===== src/rtl/mcycle_core_param.sv =====
// mcycle_core_param
// Multi-cycle MIPS-subset CPU core with a parametrised datapath width.
// A 32-bit big-endian instruction is fetched as 32/DATA_W beats over a shared
// request/grant bus. Each instruction then passes through DECODE and EXEC, and
// optionally MEM (one DATA_W-wide access) and WB (register write), before the
// next fetch. An illegal opcode parks the core in HALT until reset.
//
// Ports
//   clk        clock, rising edge
//   reset      synchronous, active-high
//   bus_req    bus request, held until granted
//   bus_gnt    one-cycle grant; bus_rdata is valid in the same cycle
//   bus_we     1 = write, 0 = read (valid while bus_req)
//   bus_addr   byte address (valid while bus_req)
//   bus_wdata  write data (valid while bus_req && bus_we)
//   bus_rdata  read data, sampled only when a request is granted
//   halted     sticky flag, set on an illegal opcode
//   dbg_pc     current program counter
module mcycle_core_param #(
  parameter int DATA_W = 8,
  parameter int ADDR_W = 8,
  parameter int NREG   = 8
) (
  input  logic              clk,
  input  logic              reset,
  output logic              bus_req,
  input  logic              bus_gnt,
  output logic              bus_we,
  output logic [ADDR_W-1:0] bus_addr,
  output logic [DATA_W-1:0] bus_wdata,
  input  logic [DATA_W-1:0] bus_rdata,
  output logic              halted,
  output logic [ADDR_W-1:0] dbg_pc
);

  localparam int BEATS  = 32 / DATA_W;
  localparam int BEAT_W = (BEATS > 1) ? $clog2(BEATS) : 1;
  localparam int RIDX_W = $clog2(NREG);
  localparam logic [ADDR_W-1:0] PC_STEP = ADDR_W'(DATA_W / 8);

  localparam logic [2:0] S_FETCH  = 3'd0;
  localparam logic [2:0] S_DECODE = 3'd1;
  localparam logic [2:0] S_EXEC   = 3'd2;
  localparam logic [2:0] S_MEM    = 3'd3;
  localparam logic [2:0] S_WB     = 3'd4;
  localparam logic [2:0] S_HALT   = 3'd5;

  localparam logic [5:0] OP_ALU   = 6'd0;
  localparam logic [5:0] OP_JMP   = 6'd2;
  localparam logic [5:0] OP_BEQ   = 6'd4;
  localparam logic [5:0] OP_ADDI  = 6'd8;
  localparam logic [5:0] OP_LOAD  = 6'd32;
  localparam logic [5:0] OP_STORE = 6'd40;

  localparam logic [5:0] FN_ADD = 6'd32;
  localparam logic [5:0] FN_SUB = 6'd34;
  localparam logic [5:0] FN_AND = 6'd36;
  localparam logic [5:0] FN_OR  = 6'd37;
  localparam logic [5:0] FN_XOR = 6'd38;
  localparam logic [5:0] FN_SLT = 6'd42;

  // 16-bit immediate sign-extended (or truncated) to the datapath width.
  function automatic logic [DATA_W-1:0] sext_imm(input logic [15:0] v);
    return DATA_W'($signed(v));
  endfunction

  // Datapath value resized to an address, keeping its sign (branch offsets).
  function automatic logic [ADDR_W-1:0] sext_addr(input logic [DATA_W-1:0] v);
    return ADDR_W'($signed(v));
  endfunction

  // Datapath value resized to an address as an unsigned quantity.
  function automatic logic [ADDR_W-1:0] zext_addr(input logic [DATA_W-1:0] v);
    return ADDR_W'(v);
  endfunction

  logic [2:0]        state;
  logic [BEAT_W-1:0] beat;
  logic [ADDR_W-1:0] pc;
  logic [31:0]       ir;
  logic [DATA_W-1:0] regs [NREG];
  logic              wb_en;

  logic signed [DATA_W-1:0] opa, opb;
  logic [DATA_W-1:0]        imm;
  logic [DATA_W-1:0]        res;
  logic [RIDX_W-1:0]        wb_idx;

  logic [5:0]        opcode, func;
  logic [RIDX_W-1:0] rs_idx, rt_idx, rd_idx;
  logic [DATA_W-1:0] rs_val, rt_val;
  logic [DATA_W-1:0] alu_res;
  logic              alu_ok;
  logic [DATA_W-1:0] eff_sum;
  logic [ADDR_W-1:0] eff_addr;
  logic [ADDR_W-1:0] beq_tgt;
  logic [ADDR_W-1:0] jmp_tgt;

  assign opcode = ir[31:26];
  assign func   = ir[5:0];
  assign rs_idx = ir[21 +: RIDX_W];
  assign rt_idx = ir[16 +: RIDX_W];
  assign rd_idx = ir[11 +: RIDX_W];

  // r0 always reads as zero regardless of storage contents.
  assign rs_val = (rs_idx == '0) ? '0 : regs[rs_idx];
  assign rt_val = (rt_idx == '0) ? '0 : regs[rt_idx];

  assign eff_sum  = opa + imm;
  assign eff_addr = zext_addr(eff_sum);
  // PC already points past the branch when EXEC runs.
  assign beq_tgt  = (opa == opb) ? (pc + sext_addr(imm)) : pc;
  assign jmp_tgt  = ir[ADDR_W-1:0];

  assign dbg_pc = pc;

  always_comb begin
    alu_res = '0;
    alu_ok  = 1'b1;
    case (func)
      FN_ADD:  alu_res = opa + opb;
      FN_SUB:  alu_res = opa - opb;
      FN_AND:  alu_res = opa & opb;
      FN_OR:   alu_res = opa | opb;
      FN_XOR:  alu_res = opa ^ opb;
      FN_SLT:  alu_res = {{(DATA_W-1){1'b0}}, (opa < opb)};
      default: alu_ok  = 1'b0;
    endcase
  end

  // Operand / result registers: pure data, no reset needed.
  always_ff @(posedge clk) begin
    // DECODE: latch register operands and the extended immediate
    if (state == S_DECODE) begin
      opa <= $signed(rs_val);
      opb <= $signed(rt_val);
      imm <= sext_imm(ir[15:0]);
    end
    // EXEC: ALU / ADDI result and destination index
    if (state == S_EXEC) begin
      wb_idx <= (opcode == OP_ALU) ? rd_idx : rt_idx;
      res    <= (opcode == OP_ALU) ? alu_res : eff_sum;
    end
    // MEM: load data replaces the result
    if (state == S_MEM && bus_req && bus_gnt && !bus_we) begin
      res <= bus_rdata;
    end
  end

  // Control, architectural state and registered bus outputs.
  // Whenever the next state is FETCH the first beat request is issued on the
  // same edge, so back-to-back accesses cost exactly two cycles each.
  always_ff @(posedge clk) begin
    if (reset) begin
      state     <= S_FETCH;
      beat      <= '0;
      pc        <= '0;
      ir        <= '0;
      for (int i = 0; i < NREG; i++) regs[i] <= '0;
      bus_req   <= 1'b0;
      bus_we    <= 1'b0;
      bus_addr  <= '0;
      bus_wdata <= '0;
      halted    <= 1'b0;
      wb_en     <= 1'b0;
    end else begin
      case (state)
        S_FETCH: begin
          if (bus_req && bus_gnt) begin
            ir[31 - DATA_W * int'(beat) -: DATA_W] <= bus_rdata;
            pc <= pc + PC_STEP;
            if (beat == BEAT_W'(BEATS - 1)) begin
              beat    <= '0;
              bus_req <= 1'b0;
              state   <= S_DECODE;
            end else begin
              beat     <= beat + 1'b1;
              bus_addr <= pc + PC_STEP;
            end
          end else if (!bus_req) begin
            // Only reached straight after reset.
            bus_req  <= 1'b1;
            bus_we   <= 1'b0;
            bus_addr <= pc;
          end
        end
        S_DECODE: begin
          case (opcode)
            OP_ALU, OP_JMP, OP_BEQ, OP_ADDI, OP_LOAD, OP_STORE: state <= S_EXEC;
            default: begin
              halted <= 1'b1;
              state  <= S_HALT;
            end
          endcase
        end
        S_EXEC: begin
          case (opcode)
            OP_ALU: begin
              wb_en <= alu_ok;
              state <= S_WB;
            end
            OP_ADDI: begin
              wb_en <= 1'b1;
              state <= S_WB;
            end
            OP_JMP: begin
              pc       <= jmp_tgt;
              bus_req  <= 1'b1;
              bus_we   <= 1'b0;
              bus_addr <= jmp_tgt;
              state    <= S_FETCH;
            end
            OP_BEQ: begin
              pc       <= beq_tgt;
              bus_req  <= 1'b1;
              bus_we   <= 1'b0;
              bus_addr <= beq_tgt;
              state    <= S_FETCH;
            end
            OP_LOAD: begin
              bus_req  <= 1'b1;
              bus_we   <= 1'b0;
              bus_addr <= eff_addr;
              state    <= S_MEM;
            end
            OP_STORE: begin
              bus_req   <= 1'b1;
              bus_we    <= 1'b1;
              bus_addr  <= eff_addr;
              bus_wdata <= opb;
              state     <= S_MEM;
            end
            default: begin
              halted <= 1'b1;
              state  <= S_HALT;
            end
          endcase
        end
        S_MEM: begin
          if (bus_req && bus_gnt) begin
            if (bus_we) begin
              // Store done: go straight to the next fetch.
              bus_we   <= 1'b0;
              bus_addr <= pc;
              state    <= S_FETCH;
            end else begin
              bus_req <= 1'b0;
              wb_en   <= 1'b1;
              state   <= S_WB;
            end
          end
        end
        S_WB: begin
          if (wb_en && wb_idx != '0) regs[wb_idx] <= res;
          wb_en    <= 1'b0;
          bus_req  <= 1'b1;
          bus_we   <= 1'b0;
          bus_addr <= pc;
          state    <= S_FETCH;
        end
        S_HALT: begin
          bus_req <= 1'b0;
        end
        default: begin
          bus_req <= 1'b0;
          state   <= S_HALT;
        end
      endcase
    end
  end

endmodule


===== config.mk =====
export PLATFORM = sky130hd
export DESIGN_NAME = mcycle_core_param
export DESIGN_NICKNAME = d
export VERILOG_FILES = /design/src/rtl/mcycle_core_param.sv
export SDC_FILE = /design/constraint.sdc
export NUM_CORES = 1
export LEC_CHECK = 0
export CAP_MARGIN = 20
export CORE_AREA = 2 2 194 196
export CTS_CLUSTER_DIAMETER = 30
export CTS_CLUSTER_SIZE = 12
export DETAILED_ROUTE_END_ITERATION = 12
export DIE_AREA = 0 0 196 198
export PLACE_DENSITY_LB_ADDON = 0.25
export SLEW_MARGIN = 10
export SYNTH_ARGS = -nofsm -noshare
export SYNTH_HDL_FRONTEND = slang
export SYNTH_SLANG_ARGS = --single-unit

===== constraint.sdc =====
create_clock -name clk -period 3.65 [get_ports clk]
set_input_delay 0.73 -clock clk [delete_from_list [all_inputs] [get_ports clk]]
set_output_delay 0.73 -clock clk [all_outputs]
set_load 0.02 [all_outputs]

### After elaboration in Yosys (flattened, before gate mapping)

Memory sizes are Yosys's and may differ from the RTL's. A register that Yosys moved wholly into a read port is not among the register bits.
Index checks and enable logic that the tools add are counted.

| operators by class | value |
|---|---|
| order comparisons | 1 |
| equal/unequal tests | 33 |
| shift-type cells | 2 |
| bitwise logic cells | 6 |
| reductions and logical operators | 33 |
| multiplexer cells | 50 |
| $add $sub $neg | 8 |

Operator list:

| cell | number |
|---|---|
| $mux W8 | 11 |
| $eq A6 B6 Y1 const B | 8 |
| $pmux W8 S6 | 1 |
| $shift A8 B33 Y39 const A | 1 |
| $shiftx A8 B33 Y39 | 1 |
| $neg A6 Y33 | 1 |
| $bwmux W32 | 1 |
| $pmux W8 S2 | 2 |
| $pmux W8 S4 | 1 |
| $add A8 B8 Y8 | 3 |
| $pmux W8 S3 | 1 |
| $mux W3 | 7 |
| $mux W1 | 18 |
| $pmux W3 S6 | 1 |
| $ne A2 B2 Y1 const B | 7 |
| $reduce_or A6 Y1 | 2 |
| $reduce_and A5 Y1 | 2 |
| $logic_not A3 Y1 | 3 |
| $ne A3 B3 Y1 const B | 3 |
| $pmux W3 S3 | 1 |
| $add A8 B1 Y8 const B | 1 |
| $and A8 B8 Y8 | 1 |
| $eq A8 B8 Y1 | 1 |
| $lt A8 B8 Y1 | 1 |
| 36 further kinds | 54 |

| word-level totals | value |
|---|---|
| memory bits (writable) | 64 |
| register bits after elaboration | 84 |
| memories | 1 |
| bits of input ports | 11 |

Memories:

| memory | depth | bits a word | read ports | clocked after Yosys merged registers in | write ports | line | source |
|---|---|---|---|---|---|---|---|
| regs | 8 | 8 | 2 | 2 | 8 | 81 | `logic [DATA_W-1:0] regs [NREG];` |

### Depth between registers and ports, before layout

Gate-level depths: netlist (run 1).

| logic depth | value |
|---|---|
| word-level depth | 8 |
| mapped depth | 11 |
| mapped depth without buffers | 11 |

### Least setup slack after synthesis (run 1)

No wires, ideal clock.

| timing path | value |
|---|---|
| path kind | register to register |
| from | register state[1] |
| to | register halted |
| setup time | 0.073 ns |
| clock period less this slack | 2.945 ns |
| path slack | 0.705 ns |
| arrival time | 2.872 ns |
| stages on the path, launching flop included | 6 |
| required time | 3.577 ns |
| cells stage by stage | dfxtp_1 > clkbuf_1 > clkbuf_1 > nor3_1 > o21ai_0 > a21oi_1 |

| between the ends | value |
|---|---|
| word-level cells in the longest chain between the ends | 3 |

RTL lines:

| item | line | source |
|---|---|---|
| start: declaration | 77 | `logic [2:0] state;` |
| start signal: assignment | 155 | `state <= S_FETCH;` |
| start signal: assignment | 175 | `state <= S_DECODE;` |
| start signal: assignment | 189 | `OP_ALU, OP_JMP, OP_BEQ, OP_ADDI, OP_LOAD, OP_STORE: state <= S_EXEC;` |
| $eq A3 B1 Y1 / $eq A3 B2 Y1 (equally long branches) | 167 | `case (state)` |
| $reduce_or A2 Y1 (no source line) * | n/a |  |
| $reduce_and A2 Y1 (no source line) * | n/a |  |
| end signal: assignment | 164 | `halted <= 1'b0;` |
| end signal: assignment | 191 | `halted <= 1'b1;` |
| end signal: assignment | 234 | `halted <= 1'b1;` |
| end: declaration | 32 | `output logic halted,` |

Every way passes the cells marked *; elsewhere a longest branch is shown, timed or not.
A chain may end at the register's enable or synchronous reset.

### Worst setup path after layout (run 1)

| timing path | value |
|---|---|
| from | register opa[1] (read register of regs) |
| to | register res[7], data pin |

| between the ends | value |
|---|---|
| word-level cells in the longest chain between the ends | 5 |

RTL lines:

| item | line | source |
|---|---|---|
| start: declaration | 84 | `logic signed [DATA_W-1:0] opa, opb;` |
| $sub A8 B8 Y8 / $add A8 B8 Y8 (equally long branches) | 122, 121 |  |
| $pmux W8 S6 | 120 | `case (func)` |
| $mux W8 * | 142 | `res <= (opcode == OP_ALU) ? alu_res : eff_sum;` |
| $mux W8 * | 140 | `if (state == S_EXEC) begin` |
| $mux W8 * | 145 | `if (state == S_MEM && bus_req && bus_gnt && !bus_we) begin` |
| end signal: assignment | 142 |  |
| end signal: assignment | 146 | `res <= bus_rdata;` |
| end: declaration | 86 | `logic [DATA_W-1:0] res;` |

Every way passes the cells marked *; elsewhere a longest branch is shown, timed or not. The select of a mux whose other input is x is not followed.

==> report_table.html, run 1 <==
<table>
<tr><th>Metric</th><th>Value</th></tr>
<tr><th colspan="2">Pwr</th></tr>
<tr><td>Leakage power</td><td>between 0.003 and 0.004 uW</td></tr>
<tr><td>Ratio of total power to cell area</td><td>351.2 mW/mm2</td></tr>
<tr><td>Worst supply voltage drop on vdd</td><td>a little under 0.3 mV</td></tr>
<tr><th colspan="2">Routing</th></tr>
<tr><td>Overall via count from detail_route</td><td>about 7,700</td></tr>
<tr><td>Total Routed Length</td><td>~29 mm</td></tr>
<tr><td>Post-route antenna net violation count</td><td>0</td></tr>
<tr><td>Final routed wire length divided by cell count</td><td>18.96 um</td></tr>
<tr><td>Via density per instance</td><td>just over 5</td></tr>
<tr><td>Drt first pass iters</td><td>5</td></tr>
<tr><td>Initial drt markers</td><td>between 500 and 600</td></tr>
<tr><td>DRC violations left</td><td>0</td></tr>
<tr><th colspan="2">Clocking</th></tr>
<tr><td>TritonCTS Buffers</td><td>17</td></tr>
<tr><td>Maximum level of the CTS H-tree</td><td>4</td></tr>
<tr><td>Post-cts hold buffer count</td><td>0</td></tr>
<tr><td>Number of buffers inserted to repair setup after CTS</td><td>0</td></tr>
<tr><td>Number of clock sinks</td><td>150</td></tr>
<tr><td>Cells resized by post-CTS repair</td><td>0</td></tr>
<tr><td>Clock transition time at the flip-flop clock pins of the worst setup and hold paths</td><td>around 0.07 ns</td></tr>
<tr><td>TritonCTS clock tree</td><td>built</td></tr>
<tr><td>Clk root buf</td><td>sky130_fd_sc_hd__clkbuf_16</td></tr>
<tr><td>Clock insertion delay at the later pin of the skew report</td><td>between 0.4 and 0.5 ns</td></tr>
<tr><td>CTS max path bufs</td><td>2</td></tr>
<tr><th colspan="2">Logic synthesis</th></tr>
<tr><td>Synth Area per Inst</td><td>9.517 um2</td></tr>
<tr><td>Top cell type's share of synthesized area</td><td>between 20 and 30%</td></tr>
<tr><td>Synth Flop Type</td><td>sky130_fd_sc_hd__edfxtp_1</td></tr>
<tr><td>Async S/R FF share, synth</td><td>0%</td></tr>
<tr><td>Yosys top cell by area</td><td>sky130_fd_sc_hd__edfxtp_1</td></tr>
<tr><td>Number of enable flip-flop cells after synthesis</td><td>94</td></tr>
<tr><td>Post-synthesis instance area</td><td>approximately 0.0094 mm2</td></tr>
<tr><td>Number of storage elements in the synthesis netlist</td><td>150</td></tr>
<tr><td>Number of synthesis warnings</td><td>0</td></tr>
<tr><td>Sequential element share of the synthesized area</td><td>between 40% and 50%</td></tr>
<tr><td>Syn Inst Count</td><td>between 900 and 1,000</td></tr>
<tr><td>Library cells used by synthesis</td><td>72</td></tr>
<tr><td>Cell types with the largest area share after synthesis</td><td>sky130_fd_sc_hd__edfxtp_1 30%, sky130_fd_sc_hd__dfxtp_1 12%, sky130_fd_sc_hd__ha_1 6.0%</td></tr>
<tr><th colspan="2">GRT</th></tr>
<tr><td>First-pass GRT wire length</td><td>about 45 mm</td></tr>
<tr><td>Residual overflow from global routing</td><td>0</td></tr>
<tr><td>Via count of the first global-routing pass</td><td>about 7,500</td></tr>
<tr><td>Maximum number of pins on one net before global-route repair</td><td>72</td></tr>
<tr><td>GRT Total Usage</td><td>~15%</td></tr>
<tr><td>Number of antenna violations at the first check in global routing</td><td>1</td></tr>
<tr><th colspan="2">Timing</th></tr>
<tr><td>Total count of hold-check failures in the final report</td><td>0</td></tr>
<tr><td>Smallest setup slack after layout</td><td>~0.75 ns</td></tr>
<tr><td>Achievable Freq</td><td>between 300 and 400 MHz</td></tr>
<tr><td>Measured slew at the worst slew-check pin</td><td>about 1.1 ns</td></tr>
<tr><td>Pins over their slew limit</td><td>0</td></tr>
<tr><td>Fin crit share</td><td>79.50%</td></tr>
<tr><td>Headroom to the max-slew limit</td><td>between 20% and 30%</td></tr>
<tr><td>Maximum clock skew at final layout</td><td>0.01549 ns</td></tr>
<tr><td>Setup TNS</td><td>0 ns</td></tr>
<tr><td>Min cycle time layout</td><td>2.902 ns</td></tr>
<tr><td>Unrepaired setup endpoints after global routing</td><td>false</td></tr>
<tr><td>Final-report setup violation count</td><td>0</td></tr>
<tr><th colspan="2">Floorplanning</th></tr>
<tr><td>Die Span Y</td><td>~200 um</td></tr>
<tr><td>Die Footprint</td><td>~0.039 mm2</td></tr>
<tr><td>Area of the core region</td><td>0.03696 mm2</td></tr>
<tr><td>Row Count</td><td>between 70 and 80</td></tr>
<tr><td>Die Width</td><td>a little under 200 um</td></tr>
<tr><td>Top-level port count</td><td>38</td></tr>
<tr><td>Effective utilization at floorplan</td><td>25.52%</td></tr>
<tr><th colspan="2">Critical path</th></tr>
<tr><td>Crit-path leading delay family</td><td>compound AO/OA/AOI/OAI gates</td></tr>
<tr><td>CP Cell Sequence</td><td>inv_1 &gt; ha_1 &gt; o21ba_2 &gt; or3_1 &gt; a21oi_1 &gt; o41a_1 &gt; xor2_1 &gt; o211ai_1 &gt; a221o_1</td></tr>
<tr><td>Buffers &amp; Inverters on Critical Path</td><td>1</td></tr>
<tr><td>Worst endpoint required time</td><td>~3.8 ns</td></tr>
<tr><td>Highest net fanout along the worst path</td><td>7</td></tr>
<tr><td>Critical path arrival</td><td>3.08 ns</td></tr>
<tr><td>Launching element type of the critical path</td><td>flip-flop</td></tr>
<tr><td>Kind of critical path</td><td>reg2reg</td></tr>
<tr><td>Slowest cell on the critical path</td><td>sky130_fd_sc_hd__edfxtp_1</td></tr>
<tr><td>Setup crit end kind</td><td>flip-flop</td></tr>
<tr><td>Delay of the slowest critical-path stage</td><td>0.56 ns</td></tr>
<tr><th colspan="2">Layout</th></tr>
<tr><td>Fraction of final layout cells sized beyond drive strength 1</td><td>11.23%</td></tr>
<tr><td>Most common library cell in the layout ignoring fill and taps</td><td>sky130_fd_sc_hd__nor2_1</td></tr>
<tr><td>Final design area excluding fillers</td><td>0.01089 mm2</td></tr>
<tr><td>Area added between synthesis and finish</td><td>15.43%</td></tr>
<tr><td>Commonest non-fill, non-tap cells in the layout</td><td>99 x sky130_fd_sc_hd__nor2_1, 94 x sky130_fd_sc_hd__edfxtp_1, 82 x sky130_fd_sc_hd__nand2_1</td></tr>
<tr><td>Antenna diode count</td><td>0</td></tr>
<tr><td>Fillcell total</td><td>roughly 4,000</td></tr>
<tr><td>Post-layout nets</td><td>1,080</td></tr>
<tr><td>Non-filler cells in the finished layout</td><td>about 1,500</td></tr>
<tr><th colspan="2">Placement</th></tr>
<tr><td>HPWL Detailed</td><td>20.95 mm</td></tr>
<tr><td>Cell area after placement</td><td>approximately 0.010 mm2</td></tr>
<tr><td>Post-placement setup slack</td><td>approximately 0.53 ns</td></tr>
<tr><td>Cell total after placement</td><td>~1,500</td></tr>
<tr><td>Port Buffers</td><td>37</td></tr>
<tr><td>Placer's final routability congestion estimate</td><td>approximately 0.84</td></tr>
<tr><th colspan="2">Run status</th></tr>
<tr><td>Outcome</td><td>finished, final reports clean</td></tr>
<tr><th colspan="2">Run</th></tr>
<tr><td>Count of max-cap constraint violations</td><td>0</td></tr>
<tr><th colspan="2">Hold path</th></tr>
<tr><td>Class of the worst hold path</td><td>reg2reg</td></tr>
</table>
-- flip-flops by register name, indices dropped and copies added, names as in the netlist, 8 cells and up --
signal / flops
regs: 59
bus_wdata: 8
dbg_pc: 8
res: 8
ir: 23
opa: 8
imm: 8
opb: 8
bus_addr: 8
-- cells by family (layout without fill, tap and decap cells) --
kind of cell,Yosys count,after routing,synth area share (%)
adders and majority gates,49,49,6.819
buffers and inverters,93,133,4.311
and+or+nand+nor,376,376,20.39
other,1,3,0.03976
AOI/OAI and AO/OA,263,263,18.24
xor gates and xnor gates,15,15,1.393
muxes,44,44,6.991
DFF,150,150,41.81
-- through the flow --
step           power (uW)  utilization [%]  hold WS [ns]
2_1_floorplan        2097                -        0.4064
3_3_place_gp         2214            28.02        0.4494
3_5_place_dp         2215            28.02        0.4463
4_1_cts              3864            29.46        0.4552
5_1_grt              3957            29.46        0.4851
6_report             3823            29.46        0.4509
-- path summary, 6_finish.rpt --
check / slack [ns] / cells after the start / endpoint / from
setup / recovery: 0.75 / 9 / res[7]$_DFFE_PP_ / opa[1]$_SDFFCE_PN0P_
hold / removal: 0.45 / 2 / ir[12]$_SDFFE_PP0P_ / ir[12]$_SDFFE_PP0P_
setup reg to reg: 0.75 / 9 / res[7]$_DFFE_PP_ / opa[1]$_SDFFCE_PN0P_
hold reg to reg: 0.45 / 2 / ir[12]$_SDFFE_PP0P_ / ir[12]$_SDFFE_PP0P_
-- cells in the mapped netlist, types with 8 or more instances --
cell,instances
sky130_fd_sc_hd__mux2i_1,13
sky130_fd_sc_hd__nor2_1,99
sky130_fd_sc_hd__a211oi_1,14
sky130_fd_sc_hd__clkbuf_1,39
sky130_fd_sc_hd__nor2b_1,18
sky130_fd_sc_hd__o21bai_1,9
sky130_fd_sc_hd__and3_1,8
sky130_fd_sc_hd__nor3_1,20
sky130_fd_sc_hd__mux2_2,15
sky130_fd_sc_hd__and2_1,63
sky130_fd_sc_hd__nand4_1,25
sky130_fd_sc_hd__nand2_1,82
sky130_fd_sc_hd__inv_1,34
sky130_fd_sc_hd__a221oi_1,21
sky130_fd_sc_hd__o211ai_1,10
sky130_fd_sc_hd__nand2b_1,10
sky130_fd_sc_hd__edfxtp_1,94
sky130_fd_sc_hd__nand3_1,13
sky130_fd_sc_hd__o21ai_0,62
sky130_fd_sc_hd__mux4_2,16
sky130_fd_sc_hd__xnor2_1,10
sky130_fd_sc_hd__dfxtp_1,56
sky130_fd_sc_hd__or2_2,9
sky130_fd_sc_hd__a21oi_1,76
sky130_fd_sc_hd__ha_1,45
-- cell type report --
type	count	area (um2)	area share [%]
Clock buffer	19	432.9	3.977
Clock inverter	13	100.1	0.9194
Inverter	35	131.4	1.207
Multi-Input combinational cell	750	5102	46.87
Sequential cell	150	3944	36.23
Tap cell	474	593.1	5.448
Timing Repair Buffer	66	583.1	5.356
-- power by group --
group          total, uW  internal [uW]  switching [uW]
Sequential          1870           1830            34.5
Clock               1640            879             764
Combinational        312            114             197
Total               3820           2830             996
-- worst reg2reg max path, stage by stage, from the launching register on --
cell and delay, ns:
sky130_fd_sc_hd__edfxtp_1 0.56, sky130_fd_sc_hd__inv_1 0.09, sky130_fd_sc_hd__ha_1 0.37, sky130_fd_sc_hd__o21ba_2 0.24, sky130_fd_sc_hd__or3_1 0.30, sky130_fd_sc_hd__a21oi_1 0.25
sky130_fd_sc_hd__o41a_1 0.18, sky130_fd_sc_hd__xor2_1 0.16, sky130_fd_sc_hd__o211ai_1 0.14, sky130_fd_sc_hd__a221o_1 0.36
-- per-layer routing --
metal / GRT usage (%) / wire (um) / share of wire, % / vias to the layer above
met5: 0 / 10 / 0.035 / -
met4: 5.415 / 637 / 2.2 / 2
li1: - / - / - / 3728
met2: 25.17 / 13660 / 48 / 171
met3: 2.027 / 942 / 3.3 / 38
met1: 20.13 / 13320 / 47 / 3722
Note: power is estimated with default switching activity, not from simulation.
==> run 2, diff against run 1 <==
- clock period: 3.65 -> 2.3 ns (I/O delays scaled with it)
==> run 2 against run 1 <==
Effect of this change:
- largest power group is now clock
- highest routed layer is now met4
- combinational power rose by 95%
- the run now ends with setup timing left
- hold slack got worse by 0.058 ns
- setup slack got worse by 0.95 ns
==> report_table.html, run 2 (same netlist as run 1, synthesis figures left out) <==
<table>
<tr><th>Metric</th><th>Value</th></tr>
<tr><th colspan="2">Run status</th></tr>
<tr><td>Outcome</td><td>complete, but fails checks</td></tr>
<tr><td>Violations in the final reports</td><td>setup timing</td></tr>
<tr><th colspan="2">Timing</th></tr>
<tr><td>Headroom to the max-slew limit</td><td>approximately three fifths</td></tr>
<tr><td>Fin crit share</td><td>108.6%</td></tr>
<tr><td>Pins over their slew limit</td><td>0</td></tr>
<tr><td>Smallest setup slack after layout</td><td>-0.1972 ns</td></tr>
<tr><td>Unrepaired setup endpoints after global routing</td><td>true</td></tr>
<tr><td>Maximum clock skew at final layout</td><td>0.01270 ns</td></tr>
<tr><td>Final-report setup violation count</td><td>11</td></tr>
<tr><td>Setup TNS</td><td>-1.050 ns</td></tr>
<tr><td>Total count of hold-check failures in the final report</td><td>0</td></tr>
<tr><td>Min cycle time layout</td><td>~2.5 ns</td></tr>
<tr><td>Achievable Freq</td><td>around 400 MHz</td></tr>
<tr><td>Measured slew at the worst slew-check pin</td><td>~0.57 ns</td></tr>
<tr><th colspan="2">GRT</th></tr>
<tr><td>Via count of the first global-routing pass</td><td>between 8,000 and 9,000</td></tr>
<tr><td>Residual overflow from global routing</td><td>0</td></tr>
<tr><td>First-pass GRT wire length</td><td>roughly 47 mm</td></tr>
<tr><td>Maximum number of pins on one net before global-route repair</td><td>41</td></tr>
<tr><td>GRT Total Usage</td><td>approximately 16%</td></tr>
<tr><td>Number of antenna violations at the first check in global routing</td><td>0</td></tr>
<tr><th colspan="2">Critical path</th></tr>
<tr><td>Setup crit end kind</td><td>flip-flop</td></tr>
<tr><td>Worst endpoint required time</td><td>about 2.5 ns</td></tr>
<tr><td>Kind of critical path</td><td>reg2reg</td></tr>
<tr><td>Highest net fanout along the worst path</td><td>3</td></tr>
<tr><td>Worst R2R Path Depth</td><td>10</td></tr>
<tr><td>Critical path arrival</td><td>approximately 2.7 ns</td></tr>
<tr><td>Launching element type of the critical path</td><td>flip-flop</td></tr>
<tr><th colspan="2">Placement</th></tr>
<tr><td>Cell total after placement</td><td>roughly 1,600</td></tr>
<tr><td>HPWL Detailed</td><td>22.66 mm</td></tr>
<tr><td>Port Buffers</td><td>37</td></tr>
<tr><td>Placer's final routability congestion estimate</td><td>approximately 0.82</td></tr>
<tr><th colspan="2">Clocking</th></tr>
<tr><td>Clock insertion delay at the later pin of the skew report</td><td>between 0.4 and 0.5 ns</td></tr>
<tr><td>Clock transition time at the flip-flop clock pins of the worst setup and hold paths</td><td>approximately 0.07 ns</td></tr>
<tr><td>Maximum level of the CTS H-tree</td><td>4</td></tr>
<tr><td>CTS max path bufs</td><td>2</td></tr>
<tr><td>Number of clock sinks</td><td>150</td></tr>
<tr><td>TritonCTS clock tree</td><td>built</td></tr>
<tr><td>TritonCTS Buffers</td><td>17</td></tr>
<tr><td>Clk root buf</td><td>sky130_fd_sc_hd__clkbuf_16</td></tr>
<tr><th colspan="2">Routing</th></tr>
<tr><td>Drt first pass iters</td><td>5</td></tr>
<tr><td>Total Routed Length</td><td>approximately 31 mm</td></tr>
<tr><td>Final routed wire length divided by cell count</td><td>roughly 19 um</td></tr>
<tr><td>Overall via count from detail_route</td><td>8,209</td></tr>
<tr><td>Post-route antenna net violation count</td><td>0</td></tr>
<tr><td>DRC violations left</td><td>0</td></tr>
<tr><td>Via density per instance</td><td>roughly 5</td></tr>
<tr><td>Initial drt markers</td><td>468</td></tr>
<tr><th colspan="2">Layout</th></tr>
<tr><td>Registers with the most flip-flops</td><td>regs (59), ir (23)</td></tr>
<tr><td>Post-layout nets</td><td>about 1,200</td></tr>
<tr><td>Register with the most flip-flops</td><td>regs</td></tr>
<tr><td>Util after Layout</td><td>about a third</td></tr>
<tr><td>Max reg flops</td><td>a little under 60</td></tr>
<tr><td>Antenna diode count</td><td>0</td></tr>
<tr><td>Commonest non-fill, non-tap cells in the layout</td><td>155 x sky130_fd_sc_hd__buf_4, 98 x sky130_fd_sc_hd__nor2_1, 94 x sky130_fd_sc_hd__edfxtp_1</td></tr>
<tr><td>Most common library cell in the layout ignoring fill and taps</td><td>sky130_fd_sc_hd__buf_4</td></tr>
<tr><td>Non-filler cells in the finished layout</td><td>between 1,500 and 2,000</td></tr>
<tr><td>Area added between synthesis and finish</td><td>34.48%</td></tr>
<tr><td>Fraction of final layout cells sized beyond drive strength 1</td><td>between 20% and 30%</td></tr>
<tr><td>Fillcell total</td><td>roughly 3,800</td></tr>
<tr><th colspan="2">Floorplanning</th></tr>
<tr><td>Area of the core region</td><td>between 0.03 and 0.04 mm2</td></tr>
<tr><td>Die Footprint</td><td>0.03881 mm2</td></tr>
<tr><td>Effective utilization at floorplan</td><td>between 20% and 30%</td></tr>
<tr><td>Die Width</td><td>between 150 and 200 um</td></tr>
<tr><td>Row Count</td><td>between 70 and 80</td></tr>
<tr><td>Die Span Y</td><td>198 um</td></tr>
<tr><td>Top-level port count</td><td>38</td></tr>
<tr><th colspan="2">Hold path</th></tr>
<tr><td>Class of the worst hold path</td><td>in2reg</td></tr>
<tr><td>Hold Path Stages</td><td>2</td></tr>
<tr><th colspan="2">Pwr</th></tr>
<tr><td>Leakage power</td><td>around 0.0047 uW</td></tr>
<tr><td>Worst supply voltage drop on vdd</td><td>0.5675 mV</td></tr>
<tr><td>Ratio of total power to cell area</td><td>about 530 mW/mm2</td></tr>
<tr><th colspan="2">Run</th></tr>
<tr><td>Count of max-cap constraint violations</td><td>0</td></tr>
</table>
[run 2: cell types whose count changed in the layout (fill, tap and decap cells not counted), moves of 6 or more]
cell,delta
sky130_fd_sc_hd__a21oi_1,-10
sky130_fd_sc_hd__buf_4,+126
sky130_fd_sc_hd__ha_4,+11
sky130_fd_sc_hd__o21ai_1,+14
sky130_fd_sc_hd__a211oi_1,-7
sky130_fd_sc_hd__a21oi_2,+7
sky130_fd_sc_hd__ha_1,-12
sky130_fd_sc_hd__buf_6,+11
sky130_fd_sc_hd__inv_1,-9
sky130_fd_sc_hd__a211oi_2,+6
sky130_fd_sc_hd__inv_2,+9
sky130_fd_sc_hd__o21ai_0,-19
[run 2: report_power, final]
part	total, uW	internal (uW)	switching, uW
Sequential	2950	2910	42.7
Combinational	607	252	355
Clock	3120	1880	1230
Total	6680	5050	1630
[run 2: final cells by class]
cell class                      instances  area, um2  area share [%]
Inverter                               35      131.4           1.036
Clock inverter                         11      158.9           1.253
Sequential cell                       150       3944           31.09
Timing Repair Buffer                  206       1713           13.50
Tap cell                              474      593.1           4.676
Multi-Input combinational cell        750       5650           44.55
Clock buffer                           21      493.0           3.887
[run 2: per-layer routing]
| layer | up-vias | wire length (um) | global-route usage, % |
|---|---|---|---|
| met4 | 0 | 809 | 6.650 |
| li1 | 4008 | - | - |
| met1 | 4013 | 13810 | 20.37 |
| met5 | - | 0 | 0 |
| met2 | 148 | 14980 | 26.40 |
| met3 | 40 | 918 | 2.248 |
[run 2: final timing paths]
path / start / to / slack, ns
setup / recovery: opa[0]$_SDFFCE_PN0P_ / res[6]$_DFFE_PP_ / -0.20
hold / removal: reset / beat[0]$_SDFFE_PP0P_ / 0.39
setup reg to reg: opa[0]$_SDFFCE_PN0P_ / res[6]$_DFFE_PP_ / -0.20
hold reg to reg: ir[11]$_SDFFE_PP0P_ / ir[11]$_SDFFE_PP0P_ / 0.45
[run 2: timing repair]
action                     CTS  global route
pin swaps                   39            43
setup endpoints to repair   22            24
buffers inserted             8            10
gates resized for setup     62            66
hold buffers                 0             0
cloned                       0             0
[run 2: stage by stage]
stage,hold WS [ns],setup WS (ns),area [um2],power [uW]
6_report,0.3928,-0.1972,12680,6679
3_5_place_dp,0.4461,-0.4209,11360,3588
2_1_floorplan,0.4064,-0.1105,9480,3329
5_1_grt,0.4059,-0.3070,12680,6895
4_1_cts,0.3819,-0.2199,12330,6722
3_3_place_gp,0.4387,-0.4093,11360,3587
[run 2: critical path, cell delays in order (launching register included)]
cell and delay (ns):
sky130_fd_sc_hd__edfxtp_1 0.43, sky130_fd_sc_hd__buf_4 0.17, sky130_fd_sc_hd__ha_4 0.17, sky130_fd_sc_hd__fa_2 0.42, sky130_fd_sc_hd__a211oi_2 0.21, sky130_fd_sc_hd__o21bai_1 0.10
sky130_fd_sc_hd__a21oi_1 0.18, sky130_fd_sc_hd__xnor2_1 0.13, sky130_fd_sc_hd__nor2_1 0.18, sky130_fd_sc_hd__nor2_1 0.08, sky130_fd_sc_hd__a22o_1 0.19
==> run 3, diff against run 2 <==
- MAX_ROUTING_LAYER: unset -> met4
==> run 3 against run 2 <==
Effect of this change:
- routed wire length down 1.4%
- clock-buffer cell count down 4
- sequential share of layout area up 0.28 points
- non-clock buffer count down 10
- clock skew down 0.0070 ns
- final cell count down 0.61%
- clock power down 1%
- largest power group unchanged
- register-to-register slack about the same
- die area unchanged
- highest routed layer unchanged
- the run still ends with setup timing left
- hold slack better by 0.064 ns
==> report_table.html, run 3 (same netlist as run 1, synthesis figures left out) <==
<table>
<tr><th>Metric</th><th>Value</th></tr>
<tr><th colspan="2">Routing</th></tr>
<tr><td>Final routed wire length divided by cell count</td><td>around 18 um</td></tr>
<tr><td>Initial drt markers</td><td>~420</td></tr>
<tr><td>Via density per instance</td><td>a little under 5</td></tr>
<tr><td>Total Routed Length</td><td>30.08 mm</td></tr>
<tr><td>Post-route antenna net violation count</td><td>0</td></tr>
<tr><td>Overall via count from detail_route</td><td>~8,100</td></tr>
<tr><td>DRC violations left</td><td>0</td></tr>
<tr><td>Drt first pass iters</td><td>5</td></tr>
<tr><th colspan="2">Timing</th></tr>
<tr><td>Pins over their slew limit</td><td>0</td></tr>
<tr><td>Unrepaired setup endpoints after global routing</td><td>true</td></tr>
<tr><td>Maximum clock skew at final layout</td><td>~0.0057 ns</td></tr>
<tr><td>Worst hold margin</td><td>between 0.4 and 0.5 ns</td></tr>
<tr><td>Measured slew at the worst slew-check pin</td><td>between 0.6 and 0.7 ns</td></tr>
<tr><td>Min cycle time layout</td><td>about 2.5 ns</td></tr>
<tr><td>Fin crit share</td><td>108.0%</td></tr>
<tr><td>Achievable Freq</td><td>slightly above 400 MHz</td></tr>
<tr><td>Final-report setup violation count</td><td>9</td></tr>
<tr><td>Headroom to the max-slew limit</td><td>56.43%</td></tr>
<tr><td>Total count of hold-check failures in the final report</td><td>0</td></tr>
<tr><td>Smallest setup slack after layout</td><td>-0.1843 ns</td></tr>
<tr><th colspan="2">Floorplanning</th></tr>
<tr><td>Area of the core region</td><td>0.03696 mm2</td></tr>
<tr><td>Top-level port count</td><td>38</td></tr>
<tr><td>Die Span Y</td><td>approximately 200 um</td></tr>
<tr><td>Die Footprint</td><td>between 0.03 and 0.04 mm2</td></tr>
<tr><td>Row Count</td><td>71</td></tr>
<tr><td>Die Width</td><td>196 um</td></tr>
<tr><td>Effective utilization at floorplan</td><td>~26%</td></tr>
<tr><th colspan="2">Placement</th></tr>
<tr><td>Post-placement setup slack</td><td>-0.3193 ns</td></tr>
<tr><td>HPWL Detailed</td><td>between 20 and 25 mm</td></tr>
<tr><td>Placer's final routability congestion estimate</td><td>~0.84</td></tr>
<tr><td>Cell total after placement</td><td>around 1,600</td></tr>
<tr><td>Port Buffers</td><td>37</td></tr>
<tr><th colspan="2">GRT</th></tr>
<tr><td>Residual overflow from global routing</td><td>0</td></tr>
<tr><td>Met3 global-route usage</td><td>under 10%</td></tr>
<tr><td>Met2 track utilization from global routing</td><td>a little over a quarter</td></tr>
<tr><td>First-pass GRT wire length</td><td>~47 mm</td></tr>
<tr><td>Via count of the first global-routing pass</td><td>between 8,000 and 9,000</td></tr>
<tr><td>Busiest metal layer after global routing</td><td>met2</td></tr>
<tr><td>Number of antenna violations at the first check in global routing</td><td>0</td></tr>
<tr><td>GRT Total Usage</td><td>between 10% and 20%</td></tr>
<tr><td>Met1 routing resource usage after global routing</td><td>~20%</td></tr>
<tr><td>Maximum number of pins on one net before global-route repair</td><td>33</td></tr>
<tr><th colspan="2">Critical path</th></tr>
<tr><td>CP Cell Sequence</td><td>buf_6 &gt; ha_4 &gt; fa_2 &gt; a21oi_2 &gt; o21bai_2 &gt; a2111oi_4 &gt; nor3_2 &gt; xnor2_1 &gt; o211ai_1 &gt; a22o_1</td></tr>
<tr><td>Worst endpoint required time</td><td>about 2.5 ns</td></tr>
<tr><td>Slowest cell on the critical path</td><td>sky130_fd_sc_hd__edfxtp_1</td></tr>
<tr><td>Kind of critical path</td><td>reg2reg</td></tr>
<tr><td>Delay of the slowest critical-path stage</td><td>0.43 ns</td></tr>
<tr><td>Setup crit end kind</td><td>flip-flop</td></tr>
<tr><td>Highest net fanout along the worst path</td><td>3</td></tr>
<tr><td>Critical path arrival</td><td>2.67 ns</td></tr>
<tr><td>Launching element type of the critical path</td><td>flip-flop</td></tr>
<tr><th colspan="2">Layout</th></tr>
<tr><td>Commonest non-fill, non-tap cells in the layout</td><td>142 x sky130_fd_sc_hd__buf_4, 95 x sky130_fd_sc_hd__nor2_1, 94 x sky130_fd_sc_hd__edfxtp_1</td></tr>
<tr><td>Fillcell total</td><td>3,779</td></tr>
<tr><td>Non-filler cells in the finished layout</td><td>between 1,500 and 2,000</td></tr>
<tr><td>Max reg flops</td><td>between 50 and 60</td></tr>
<tr><td>Post-layout nets</td><td>1,210</td></tr>
<tr><td>Registers with the most flip-flops</td><td>regs (59), ir (23)</td></tr>
<tr><td>Antenna diode count</td><td>0</td></tr>
<tr><td>Fraction of final layout cells sized beyond drive strength 1</td><td>28.03%</td></tr>
<tr><td>Register with the most flip-flops</td><td>regs</td></tr>
<tr><td>Most common library cell in the layout ignoring fill and taps</td><td>sky130_fd_sc_hd__buf_4</td></tr>
<tr><td>Area added between synthesis and finish</td><td>33.26%</td></tr>
<tr><th colspan="2">Clocking</th></tr>
<tr><td>Clock transition time at the flip-flop clock pins of the worst setup and hold paths</td><td>0.07 ns</td></tr>
<tr><td>TritonCTS Buffers</td><td>17</td></tr>
<tr><td>Maximum level of the CTS H-tree</td><td>4</td></tr>
<tr><td>TritonCTS clock tree</td><td>built</td></tr>
<tr><td>Clock insertion delay at the later pin of the skew report</td><td>between 0.4 and 0.5 ns</td></tr>
<tr><td>Number of clock sinks</td><td>150</td></tr>
<tr><td>CTS max path bufs</td><td>2</td></tr>
<tr><td>Clk root buf</td><td>sky130_fd_sc_hd__clkbuf_16</td></tr>
<tr><th colspan="2">Run</th></tr>
<tr><td>Count of max-cap constraint violations</td><td>0</td></tr>
<tr><th colspan="2">Pwr</th></tr>
<tr><td>Worst supply voltage drop on vdd</td><td>about 0.43 mV</td></tr>
<tr><td>Leakage power</td><td>0.004626 uW</td></tr>
<tr><td>Ratio of total power to cell area</td><td>~530 mW/mm2</td></tr>
<tr><th colspan="2">Run status</th></tr>
<tr><td>Violations in the final reports</td><td>setup timing</td></tr>
<tr><td>Outcome</td><td>complete, but fails checks</td></tr>
<tr><th colspan="2">Hold path</th></tr>
<tr><td>Class of the worst hold path</td><td>reg2reg</td></tr>
</table>
## run 3: cell types whose count changed in the layout (fill, tap and decap cells not counted), moves of 3 or more
cell / before / now
sky130_fd_sc_hd__inv_8: 1 / 6
sky130_fd_sc_hd__ha_1: 33 / 36
sky130_fd_sc_hd__ha_4: 11 / 7
sky130_fd_sc_hd__inv_2: 10 / 7
sky130_fd_sc_hd__nor2_1: 98 / 95
sky130_fd_sc_hd__o21ai_1: 14 / 10
sky130_fd_sc_hd__buf_4: 155 / 142
sky130_fd_sc_hd__o21ai_2: 5 / 8
sky130_fd_sc_hd__inv_1: 25 / 28
## run 3: final timing paths
kind / start / endpoint / slack, ns / cells past startpoint
worst max-delay path: opa[0]$_SDFFCE_PN0P_ / res[6]$_DFFE_PP_ / -0.18 / 10
worst min-delay path: halted$_SDFFE_PP0P_ / halted$_SDFFE_PP0P_ / 0.46 / 2
worst max register to register: opa[0]$_SDFFCE_PN0P_ / res[6]$_DFFE_PP_ / -0.18 / 10
worst min register to register: halted$_SDFFE_PP0P_ / halted$_SDFFE_PP0P_ / 0.46 / 2
## run 3: power by group
group,leakage [uW],internal [uW],switching [uW]
sequential,0.00139,2910,39.5
combinational,0.00292,256,354
clock,0.000310,1760,1310
total,0.00463,4930,1710
## run 3: final cells by class
| class | instances | area (um2) | area share, % |
|---|---|---|---|
| clock buffers | 17 | 425.4 | 3.385 |
| inverters | 35 | 131.4 | 1.045 |
| repair buffers | 196 | 1662 | 13.22 |
| multi-input cells | 750 | 5608 | 44.62 |
| flip-flops and latches | 150 | 3944 | 31.38 |
| clock inverters | 15 | 205.2 | 1.633 |
| well taps | 474 | 593.1 | 4.719 |
## run 3: metrics by stage
stage	total power, uW	TNS [ns]	utilization, %	instance area, um2
after detailed placement	3591	-5.252	30.66	11330
after global routing	6864	-2.942	34.01	12570
after floorplan	3329	-0.2150	-	9480
after CTS	6685	-1.018	33.14	12250
final	6636	-1.004	34.01	12570
after global placement	3587	-5.438	30.66	11330
## run 3: layer usage
metal | part of all wire, % | vias to the layer above
li1 | - | 3982
met1 | 46 | 3949
met2 | 50 | 154
met3 | 2.8 | 30
met4 | 1.8 | 0
met5 | 0 | -
## run 3: worst max-delay path: cells and delay by family, from the launching register on
| kind | cells | cell delay [ns] |
|---|---|---|
| DFF | 1 | 0.43 |
| adders and majority gates | 2 | 0.52 |
| xor gates and xnor gates | 1 | 0.18 |
| AOI/OAI and AO/OA | 5 | 0.88 |
| buffers and inverters | 1 | 0.15 |
| and+or+nand+nor | 1 | 0.09 |
## run 3: what timing repair did
| action | 4_1_cts | 5_1_grt |
|---|---|---|
| setup endpoints to repair | 23 | 23 |
| pin swaps | 24 | 37 |
| hold buffers | 0 | 0 |
| setup buffers | 5 | 7 |
| endpoints found under the hold margin | 0 | 0 |
| cloned | 0 | 1 |
| resized for setup | 59 | 66 |
